--- config.mk ---
export PLATFORM = sky130hd
export DESIGN_NAME = mmc1_serial_loader
export DESIGN_NICKNAME = d
export VERILOG_FILES = /design/src/rtl/mmc1_serial_loader.sv
export SDC_FILE = /design/constraint.sdc
export NUM_CORES = 1
export LEC_CHECK = 0
export ABC_AREA = 1
export BUFFER_PORTS_ARGS = -buffer_cell sky130_fd_sc_hd__buf_2
export CORE_MARGIN = 10
export CORE_UTILIZATION = 40
export CTS_CLUSTER_DIAMETER = 80
export DETAILED_ROUTE_END_ITERATION = 12
export PLACE_DENSITY_LB_ADDON = 0.15
export SYNTH_ARGS = -nofsm -noshare
export SYNTH_HDL_FRONTEND = slang
export SYNTH_SLANG_ARGS = --single-unit
--- constraint.sdc ---
create_clock -name CPU_M2 -period 2.8 [get_ports CPU_M2]
set_input_delay 0.56 -clock CPU_M2 [delete_from_list [all_inputs] [get_ports CPU_M2]]
set_output_delay 0.56 -clock CPU_M2 [all_outputs]
set_load 0.03 [all_outputs]
--- src/rtl/mmc1_serial_loader.sv ---
// MMC1 serial register port: five single-bit writes assemble a 5-bit value that
// is committed to CTRL/CHR0/CHR1/PRG, with D7 reset writes and back-to-back filtering.
module mmc1_serial_loader #(
  parameter logic [4:0] CTRL_RESET_VAL = 5'b01100
) (
  input  logic       CPU_M2,
  input  logic       nRESET,
  input  logic       nCPU_ROMSEL,
  input  logic       nCPU_RW,
  input  logic       CPU_A14,
  input  logic       CPU_A13,
  input  logic       CPU_D7,
  input  logic       CPU_D0,
  output logic [4:0] CTRL,
  output logic [4:0] CHR0,
  output logic [4:0] CHR1,
  output logic [4:0] PRG,
  output logic [2:0] SHIFT_CNT,
  output logic       COMMIT,
  output logic [1:0] COMMIT_SEL
);

  // State encoding doubles as the count of collected bits.
  typedef enum logic [2:0] {
    IDLE = 3'd0,
    S1   = 3'd1,
    S2   = 3'd2,
    S3   = 3'd3,
    S4   = 3'd4
  } state_t;

  state_t     state_reg, state_next;
  logic [3:0] shift_reg, shift_next;
  logic       prev_wr_reg, prev_wr_next;
  logic [4:0] ctrl_reg, ctrl_next;
  logic [4:0] chr0_reg, chr0_next;
  logic [4:0] chr1_reg, chr1_next;
  logic [4:0] prg_reg, prg_next;
  logic       commit_reg, commit_next;
  logic [1:0] commit_sel_reg, commit_sel_next;

  logic       wr;
  logic [1:0] sel;
  logic [4:0] load_val;

  assign wr       = !nCPU_ROMSEL && !nCPU_RW;
  assign sel      = {CPU_A14, CPU_A13};
  assign load_val = {CPU_D0, shift_reg};

  always_comb begin
    state_next      = state_reg;
    shift_next      = shift_reg;
    prev_wr_next    = wr;
    ctrl_next       = ctrl_reg;
    chr0_next       = chr0_reg;
    chr1_next       = chr1_reg;
    prg_next        = prg_reg;
    commit_next     = 1'b0;
    commit_sel_next = commit_sel_reg;

    if (wr && CPU_D7) begin
      state_next = IDLE;
      shift_next = 4'd0;
      ctrl_next  = ctrl_reg | CTRL_RESET_VAL;
    end else if (wr && !prev_wr_reg) begin
      case (state_reg)
        IDLE: begin
          state_next = S1;
          shift_next = {CPU_D0, shift_reg[3:1]};
        end
        S1: begin
          state_next = S2;
          shift_next = {CPU_D0, shift_reg[3:1]};
        end
        S2: begin
          state_next = S3;
          shift_next = {CPU_D0, shift_reg[3:1]};
        end
        S3: begin
          state_next = S4;
          shift_next = {CPU_D0, shift_reg[3:1]};
        end
        S4: begin
          // Only the fifth write's address picks the destination register.
          case (sel)
            2'b00:   ctrl_next = load_val;
            2'b01:   chr0_next = load_val;
            2'b10:   chr1_next = load_val;
            default: prg_next  = load_val;
          endcase
          state_next      = IDLE;
          shift_next      = 4'd0;
          commit_next     = 1'b1;
          commit_sel_next = sel;
        end
        default: begin
          state_next = IDLE;
          shift_next = 4'd0;
        end
      endcase
    end
  end

  always_ff @(negedge CPU_M2) begin
    if (!nRESET) begin
      state_reg      <= IDLE;
      shift_reg      <= 4'd0;
      prev_wr_reg    <= 1'b0;
      ctrl_reg       <= CTRL_RESET_VAL;
      chr0_reg       <= 5'd0;
      chr1_reg       <= 5'd0;
      prg_reg        <= 5'd0;
      commit_reg     <= 1'b0;
      commit_sel_reg <= 2'd0;
    end else begin
      state_reg      <= state_next;
      shift_reg      <= shift_next;
      prev_wr_reg    <= prev_wr_next;
      ctrl_reg       <= ctrl_next;
      chr0_reg       <= chr0_next;
      chr1_reg       <= chr1_next;
      prg_reg        <= prg_next;
      commit_reg     <= commit_next;
      commit_sel_reg <= commit_sel_next;
    end
  end

  assign CTRL       = ctrl_reg;
  assign CHR0       = chr0_reg;
  assign CHR1       = chr1_reg;
  assign PRG        = prg_reg;
  assign SHIFT_CNT  = state_reg;
  assign COMMIT     = commit_reg;
  assign COMMIT_SEL = commit_sel_reg;

endmodule

==> qor.txt <==
Reg2Reg Depth = 9
DRC violations left = 0
Ys Warns = 0
leakage = 1.046 nW
FP Rows = 20
violated checks = setup timing
Final setup violation count = 10
Post-DRT Antenna Nets = 0
Routed WL = 3718 um
Layout area overhead = 57.31%
clock skew = 18.05 ps
drt first-iter violations = 95
number of placed I/O pins = 34
Worst Hold Class = register to register
Crit path max-delay family = flip-flops
Mapped Cells = 171
Max clock buf depth = 2
worst slack at placement = -190.0 ps
Inserted Clock Buffers = 5
remaining global-route overflow = 0
core area = 3103 um^2
crit path max fanout = 2
CTS Sinks = 31
share of cells above drive strength 1 = 37.31%
Post-Syn Nets = 179
Least-Margin Pin Slew = 319.1 ps
Reg2Reg Setup Slack = 1270 ps
Crit-path slowest cell = dfxtp_2
CP bufs+invs = 1
Clock Pin Slew Worst Setup and Hold Paths = 50 ps
H-tree depth = 2
routed vias = 1433
Root Buffer = clkbuf_4
Critical Path Stages = 1
R2R Path Start = SHIFT_CNT[0]
die area = 5964 um^2
reg2reg end = CHR0[2]
Worst Path Required = 2240 ps
CP Capture Type = output pin
Netlist cell types = 24
TritonCTS clock tree = yes
maximum VDD drop = 0.0003296 V
clk_lat worst skew = 390 ps
die width = 77.23 um
Hold Crit Depth = 2
sequential area share after synthesis = 47.37%
first-pass GRT wire length = 6534 um
slowest stage delay, CP = 340 ps
fillcell total = 273
Slew HR = 78.61%
Worst Hold End = CTRL[1]
post-synthesis area per instance = 7.661 um^2
Initial Util = 42.22%
critical path class = register to output pin
number of global-route vias before repair = 1521
drt wl/cell = 12.23 um
Die Height = 77.23 um
Yosys reg bits = 31
# diodes = 0
commonest cells after routing, fill and taps aside = inv_1, nor2_1, nand2_1
utilization after layout = 66.41%
crit-path cells = buf_6
Cell Area, Synth = 1310 um^2
All-Layer GR Usage = 13.08%
max-cap check violation count = 0
nets@finish = 267
antenna violations before repair = 0
unrepaired setup endpoints after global routing = true
drt pass-1 iters = 4
outcome = finished, violations left
crit path DAT = 2260 ps
vias per cell = 4.714
Final Hold Vio Count = 0
critical path startpoint category = register
hold path start = CTRL[1]
DP Wirelength = 2537 um
gpl congestion = 0.7475
most common cell after layout, fill and taps aside = inv_1
Final WS setup = -22.14 ps
Pins Over Slew Limit = 0
count of buffers from port buffering = 33
largest net degree at the start of global routing = 23
Cell Pwr Density = 501.4 nW/um^2
[per-stage QoR]
step	hold WS, ps	TNS [ps]	total power, mW	instances	instance area [um^2]
2_1_floorplan	456.9	0	0.5618	171	1310
3_3_place_gp	439.9	-2354	0.5897	259	1620
3_5_place_dp	446.7	-3462	0.5919	259	1620
4_1_cts	459.0	-351.3	1.048	300	2031
5_1_grt	485.4	-1379	1.127	304	2061
6_report	456.6	-70.84	1.033	304	2061
[where the power goes]
part           internal [mW]  switching, mW  leakage, nW
logic                 0.0282         0.0441        0.571
registers              0.445        0.00205        0.262
clock network          0.240          0.274        0.213
[metal layers]
| layer | GRT usage, % | share of wire, % |
|---|---|---|
| met3 | 8.275 | 6.8 |
| met5 | 0 | 0 |
| met2 | 20.23 | 52 |
| met4 | 5.657 | 0.62 |
| met1 | 13.80 | 41 |
[area by class of cell]
type / count / area [um^2] / area share [%]
Clock buffer: 5 / 37.54 / 1.821
Sequential cell: 31 / 658.1 / 31.94
Multi-Input combinational cell: 119 / 590.6 / 28.66
Clock inverter: 34 / 153.9 / 7.468
Tap cell: 44 / 55.05 / 2.672
Inverter: 16 / 60.06 / 2.914
Timing Repair Buffer: 55 / 505.5 / 24.53
[cells by family (layout without fill, tap and decap cells)]
family	count (synthesis)	in the layout	synth area share (%)
AO/OA/AOI/OAI	26	26	11.37
buffers and inverters	21	110	7.544
flip-flops	31	31	47.37
AND/OR/NAND/NOR	93	93	33.72
[worst max path at each step]
stage                           start  endpoint  slack (ps)
after global routing           PRG[4]    PRG[4]         -80
after CTS                      PRG[4]    PRG[4]         -40
after detailed placement  nCPU_ROMSEL   CHR0[2]        -190
final                          PRG[4]    PRG[4]         -20
after floorplan           nCPU_ROMSEL    PRG[0]           9
after global placement    nCPU_ROMSEL   CHR0[3]        -130
[synth_stat cells]
cell | n | area (um^2)
buf_8 | 1 | 15.01
buf_6 | 1 | 11.26
nor3_2 | 1 | 10.01
o211a_1 | 1 | 10.01
nor2_1 | 30 | 112.6
nand3_4 | 1 | 17.52
buf_1 | 1 | 3.750
nor2_8 | 1 | 20.02
a22oi_1 | 4 | 30.03
nand2_1 | 29 | 108.9
nor3_1 | 4 | 20.02
buf_2 | 1 | 5.000
nor2_2 | 3 | 18.77
nand3_1 | 21 | 105.1
o21ai_0 | 2 | 10.01
inv_1 | 16 | 60.06
nand2_4 | 1 | 11.26
a21oi_1 | 16 | 80.08
dfxtp_1 | 31 | 620.6
o21ai_1 | 2 | 10.01
a21oi_2 | 1 | 8.760
nand2_2 | 1 | 6.260
nor2_4 | 1 | 11.26
clkinv_1 | 1 | 3.750
[what timing repair did]
item                                    CTS  global route
gates resized for setup                  80             0
setup buffers                             3             4
endpoints found under the setup margin   26            26
cloned                                    0             0
hold buffers                              0             0
pin swaps                                 0             0
No activity file was read; power rests on OpenSTA's default activity.
